<file path="config.mk">
export PLATFORM = sky130hd
export DESIGN_NAME = llc_mem_bridge
export DESIGN_NICKNAME = d
export VERILOG_FILES = /design/src/rtl/llc_mem_bridge.sv
export SDC_FILE = /design/constraint.sdc
export NUM_CORES = 1
export LEC_CHECK = 0
export ABC_AREA = 1
export CAP_MARGIN = 20
export CELL_PAD_IN_SITES_DETAIL_PLACEMENT = 1
export CELL_PAD_IN_SITES_GLOBAL_PLACEMENT = 1
export CORE_MARGIN = 5
export CORE_UTILIZATION = 34
export DETAILED_ROUTE_END_ITERATION = 10
export PLACE_DENSITY_LB_ADDON = 0.1
export SLEW_MARGIN = 20
export SYNTH_ARGS = -nofsm -noshare
export SYNTH_HDL_FRONTEND = slang
export SYNTH_SLANG_ARGS = --single-unit
</file>
<file path="constraint.sdc">
create_clock -name clk -period 3 [get_ports clk]
set_input_delay 0.6 -clock clk [delete_from_list [all_inputs] [get_ports clk]]
set_output_delay 0.6 -clock clk [all_outputs]
set_load 0.02 [all_outputs]
</file>
<file path="src/rtl/llc_mem_bridge.sv">
// Bridges whole-line LLC memory requests onto a single-beat memory port:
// writebacks are split into WORDS_PER_LINE write beats, fills are gathered from read beats.
module llc_mem_bridge #(
  parameter int WORDS_PER_LINE = 4,
  parameter int WORD_BITS      = 64,
  parameter int LINE_ADDR_BITS = 26,
  localparam int LINE_BITS      = WORDS_PER_LINE * WORD_BITS,
  localparam int OFF_BITS       = $clog2(LINE_BITS / 8),
  localparam int BYTE_ADDR_BITS = LINE_ADDR_BITS + OFF_BITS
) (
  input  logic                      clk,
  input  logic                      rst,
  input  logic                      llc_mem_req_valid,
  output logic                      llc_mem_req_ready,
  input  logic                      llc_mem_req_hwrite,
  input  logic [LINE_ADDR_BITS-1:0] llc_mem_req_addr,
  input  logic [LINE_BITS-1:0]      llc_mem_req_line,
  output logic                      llc_mem_rsp_valid,
  input  logic                      llc_mem_rsp_ready,
  output logic [LINE_BITS-1:0]      llc_mem_rsp_line,
  output logic                      mem_req_valid,
  input  logic                      mem_req_ready,
  output logic                      mem_req_we,
  output logic [BYTE_ADDR_BITS-1:0] mem_req_addr,
  output logic [WORD_BITS-1:0]      mem_req_wdata,
  input  logic                      mem_rsp_valid,
  output logic                      mem_rsp_ready,
  input  logic [WORD_BITS-1:0]      mem_rsp_rdata
);

  localparam int IDX_BITS  = $clog2(WORDS_PER_LINE);
  localparam int CNT_BITS  = IDX_BITS + 1;
  localparam int BYTE_BITS = OFF_BITS - IDX_BITS;
  localparam logic [CNT_BITS-1:0] LAST = CNT_BITS'(WORDS_PER_LINE - 1);
  localparam logic [CNT_BITS-1:0] ONE  = CNT_BITS'(1);

  typedef enum logic [1:0] {IDLE, WRITE, READ, RESP} state_t;

  state_t                    state_q;
  logic                      hwrite_q;
  logic [LINE_ADDR_BITS-1:0] addr_q;
  logic [LINE_BITS-1:0]      line_q;
  logic [CNT_BITS-1:0]       req_cnt;
  logic [CNT_BITS-1:0]       rsp_cnt;
  logic [CNT_BITS-1:0]       req_nxt;
  logic                      req_hs;
  logic                      mreq_hs;
  logic                      mrsp_hs;
  logic                      lrsp_hs;

  // Beat byte address: line base plus beat index scaled by the word size.
  function automatic logic [BYTE_ADDR_BITS-1:0] beat_addr(
    input logic [LINE_ADDR_BITS-1:0] line_addr,
    input logic [IDX_BITS-1:0]       beat
  );
    return {line_addr, beat, {BYTE_BITS{1'b0}}};
  endfunction

  function automatic logic [WORD_BITS-1:0] word_of(
    input logic [LINE_BITS-1:0] line,
    input logic [IDX_BITS-1:0]  idx
  );
    return line[int'(idx) * WORD_BITS +: WORD_BITS];
  endfunction

  // Every handshake term is built from registered ready/valid outputs, so no
  // input reaches an output combinationally.
  assign req_hs  = llc_mem_req_valid & llc_mem_req_ready;
  assign mreq_hs = mem_req_valid & mem_req_ready;
  assign mrsp_hs = mem_rsp_valid & mem_rsp_ready;
  assign lrsp_hs = llc_mem_rsp_valid & llc_mem_rsp_ready;
  assign req_nxt = req_cnt + ONE;

  // mem_req_valid is only ever high in WRITE or READ, so this is the WRITE beat flag.
  assign mem_req_we = hwrite_q & mem_req_valid;

  // NOTE: sequential state uses non-blocking assignments only, so every branch
  // below reads the pre-edge values of the registers it updates.
  always_ff @(posedge clk) begin
    if (rst) begin
      // NOTE: the wide line/assembly registers are reset too; a reset read of
      // llc_mem_rsp_line must return zeros, not stale data.
      state_q           <= IDLE;
      hwrite_q          <= 1'b0;
      addr_q            <= '0;
      line_q            <= '0;
      req_cnt           <= '0;
      rsp_cnt           <= '0;
      llc_mem_req_ready <= 1'b1;
      llc_mem_rsp_valid <= 1'b0;
      llc_mem_rsp_line  <= '0;
      mem_req_valid     <= 1'b0;
      mem_req_addr      <= '0;
      mem_req_wdata     <= '0;
      mem_rsp_ready     <= 1'b0;
    end else begin
      case (state_q)
        IDLE: begin
          if (req_hs) begin
            hwrite_q          <= llc_mem_req_hwrite;
            addr_q            <= llc_mem_req_addr;
            line_q            <= llc_mem_req_line;
            req_cnt           <= '0;
            rsp_cnt           <= '0;
            llc_mem_req_ready <= 1'b0;
            mem_req_valid     <= 1'b1;
            mem_req_addr      <= beat_addr(llc_mem_req_addr, '0);
            mem_req_wdata     <= llc_mem_req_hwrite ? word_of(llc_mem_req_line, '0) : '0;
            mem_rsp_ready     <= ~llc_mem_req_hwrite;
            state_q           <= llc_mem_req_hwrite ? WRITE : READ;
          end
        end

        WRITE: begin
          if (mreq_hs) begin
            req_cnt <= req_nxt;
            if (req_cnt == LAST) begin
              mem_req_valid     <= 1'b0;
              llc_mem_req_ready <= 1'b1;
              state_q           <= IDLE;
            end else begin
              mem_req_addr  <= beat_addr(addr_q, req_nxt[IDX_BITS-1:0]);
              mem_req_wdata <= word_of(line_q, req_nxt[IDX_BITS-1:0]);
            end
          end
        end

        READ: begin
          // Request issue and response collection advance independently.
          if (mreq_hs) begin
            req_cnt <= req_nxt;
            if (req_cnt == LAST) begin
              mem_req_valid <= 1'b0;
            end else begin
              mem_req_addr <= beat_addr(addr_q, req_nxt[IDX_BITS-1:0]);
            end
          end
          if (mrsp_hs) begin
            llc_mem_rsp_line[int'(rsp_cnt[IDX_BITS-1:0]) * WORD_BITS +: WORD_BITS] <= mem_rsp_rdata;
            rsp_cnt <= rsp_cnt + ONE;
            if (rsp_cnt == LAST) begin
              mem_req_valid     <= 1'b0;
              mem_rsp_ready     <= 1'b0;
              llc_mem_rsp_valid <= 1'b1;
              state_q           <= RESP;
            end
          end
        end

        RESP: begin
          if (lrsp_hs) begin
            llc_mem_rsp_valid <= 1'b0;
            llc_mem_req_ready <= 1'b1;
            state_q           <= IDLE;
          end
        end

        default: begin
          state_q <= IDLE;
        end
      endcase
    end
  end

endmodule

</file>
==> results of run 1 <==
-- cell families after synthesis --
| kind of cell | count (synthesis) |
|---|---|
| compound gates | 715 |
| fa+ha+maj | 13 |
| buf+inv | 411 |
| flops | 643 |
| other cells | 1 |
| simple gates | 2245 |
-- worst max path at each step --
stage	end	startpoint	slack [ns]
floorplan	llc_mem_rsp_line[88]	rsp_cnt[0]	0.75
detailed placement	mem_req_addr[8]	llc_mem_req_valid	0.23
CTS	mem_req_addr[12]	state_q[1]	0.36
global route	mem_req_addr[14]	state_q[0]	0.19
global placement	mem_req_addr[27]	llc_mem_req_valid	0.31
finish	mem_req_addr[26]	state_q[1]	0.37
-- sequential cells by signal, indices dropped and copies added (netlist names), 2 cells and up --
signal,cells
state_q,2
rsp_cnt,3
line_q,256
req_cnt,3
mem_req_wdata,64
mem_req_addr,28
llc_mem_rsp_line,256
addr_q,26
-- synth_stat cells, drive strengths merged --
master / count
nand2: 1292
nor2: 657
dfxtp: 643
a21oi: 511
nand3: 292
o21ai: 203
buf: 192
clkbuf: 127
inv: 92
ha: 13
and2: 1
conb: 1
nand4: 1
nor3: 1
nor3b: 1
o21a: 1
-- stage by stage --
| step | hold slack [ns] | power, W |
|---|---|---|
| 6_report | 0.369 | 0.0339 |
| 3_3_place_gp | 0.450 | 0.0248 |
| 3_5_place_dp | 0.453 | 0.0250 |
| 5_1_grt | 0.358 | 0.0360 |
| 4_1_cts | 0.337 | 0.0343 |
| 2_1_floorplan | 0.440 | 0.0196 |
-- area by class of cell --
type	count	area, sq um
inverters	92	363
clock inverters	13	141
repair buffers	770	7920
diodes	17	42.5
well taps	1060	1330
fillers	10100	42600
clock buffers	123	2270
multi-input cells	2976	12600
flip-flops and latches	643	12900
-- where the power goes --
| part | internal, W | switching (W) |
|---|---|---|
| clock network | 0.00535 | 0.00377 |
| registers | 0.00987 | 0.000780 |
| logic | 0.00460 | 0.00952 |
| total | 0.0198 | 0.0141 |
-- routing by layer --
layer / track usage, % / vias up / routed length, um
met4: 10.8 / 6 / 4920
met3: 4.54 / 208 / 6460
met2: 44.3 / 767 / 57600
met5: 0 / - / 33
met1: 34.4 / 13700 / 51800
li1: - / 13900 / -
==> metrics.csv, run 1 <==
stage,metric,value,unit
timing,fin_skew,0.0170,ns
timing,slew-limit-headroom,29.2,%
clocking,cts-root-buf,clkbuf_16,
clocking,cts.path.max_buffers,3,
die,start_util,34.1,%
logic_synthesis,yosysTopAreaCellShare,47.1,%
die,num_rows,104,
logic_synthesis,seq_area_frac_synth,47.1,%
finish,nNetsFinal,4925,
timing,fin_crit_sh,87.7,%
finish,final_cell_mix,"nand2_1 (1283), clkdlybuf4s50_1 (703), nor2_1 (655)",
clocking,clock_sinks,643,
clocking,cts_setup_buffers,0,
placement,gp_congestion,0.820,
grt,grt_max_degree,174,
min_path,hold_class,in -> reg,
routing,drtIter0Drc,1591,
worst_setup_path,worstReg2RegEnd,mem_req_addr[26],
clocking,cts_buffers,76,
finish,final_util,46.9,%
worst_setup_path,startpoint_type,register,
worst_setup_path,path_cells,"inv_1, ha_1, nand3_4, o21ai_2, nand2_2, nand2_1, a21oi_1",
die,die-area,86200,sq um
placement,hpwl,80600,um
timing,hold_viol_final,0,
logic_synthesis,synth.area.top_cells,"dfxtp_1 (47%), nand2_1 (18%), a21oi_1 (9.3%)",
die,die_x,294,um
logic_synthesis,synthXorXnorAreaFrac,0,%
clocking,htreeDepth,3,
worst_setup_path,slowest_stage,nand2_2,
worst_setup_path,r2r_slack,0.37,ns
finish,final_common_cell,nand2_1,
worst_setup_path,slowest_delay,0.49,ns
job,maxCapViolations,0,
logic_synthesis,ys.warnings.count,0,
logic_synthesis,synth_seq_cells,643,
finish,stdcell_area,37600,sq um
timing,period_needed,2.63,ns
clocking,post_cts_resized,0,
timing,finalWorstSetupSlack,0.368,ns
logic_synthesis,syn-instance-count,4028,
routing,wl_per_cell,21.2,um
routing,drt-total-wl,121000,um
placement,dp_cells,5541,
worst_setup_path,crit_required,3.46,ns
min_path,min_path_cells,2,
timing,setup_violations,0,
finish,layoutNonFillerInstCount,5694,
timing,slew_viol_final,0,
die,die_y,294,um
grt,grt_pass1_vias,28500,
min_path,min_from,rst,
clocking,clk_pin_slew_worst_paths,0.06,ns
logic_synthesis,yosysUniqueCellTypes,27,
worst_setup_path,cp-end-kind,register,
timing,tns,0,ns
placement,preCtsSetupSlack,0.233,ns
routing,drtPass1Iterations,5,
routing,via_count,28600,
grt,antenna_found_initial,20,
power,p_leak,14.2,nW
logic_synthesis,synth_top_area_cell,dfxtp_1,
grt,grt_pass1_wl,180000,um
logic_synthesis,syn_area,27400,sq um
timing,rsz0062_at_grt,false,
placement,port_buffers,705,
logic_synthesis,synth_simple_gate_area_share,32.4,%
worst_setup_path,worst-setup-path-type,reg -> reg,
logic_synthesis,synth_top_family_by_area,simple AND/OR/NAND/NOR gates,
status,outcome,completed,
logic_synthesis,syn_area_per_cell,6.79,sq um
grt,groute.usage.overall,26.6,%
routing,viasPerCell,5.02,
clocking,postCtsHoldBufs,0,
worst_setup_path,r2r_start,state_q[1],
logic_synthesis,muxShareOfSynthArea,0,%
timing,fmax,0.380,GHz
clocking,worstSkewPairLatency,0.62,ns
worst_setup_path,arrival,3.09,ns
routing,drc,0,
worst_setup_path,critPathTopFamily,simple AND/OR/NAND/NOR gates,
routing,antenna_left,0,
placement,place_area,35100,sq um
logic_synthesis,synth_compound_area_share,13.1,%
timing,tightest_slew,1.06,ns
power,powerDensity,902,nW/um^2
die,io_pins,709,
worst_setup_path,path_max_fanout,28,
min_path,hold_end,llc_mem_rsp_line[9],
worst_setup_path,r2r.worst_path.cells,7,
logic_synthesis,synthAdderAreaFrac,0.595,%
finish,drive_gt1_share,4.44,%
die,fp.coreArea,80200,sq um
finish,area_delta_synth_final,37.4,%
power,ir_worst_vdd,0.000865,V
worst_setup_path,path_buf_inv,1,
grt,globalRouteOverflowTotal,0,
worst_setup_path,path_depth,7,
clocking,cts_tree,built,
No activity file was read; power rests on OpenSTA's default activity.
==> run 2: changes to the inputs <==
Settings changed: GPL_ROUTABILITY_DRIVEN set to 0.
==> results of run 2 <==
Same layout as run 1: the final DEF is identical, and so are final timing and power.
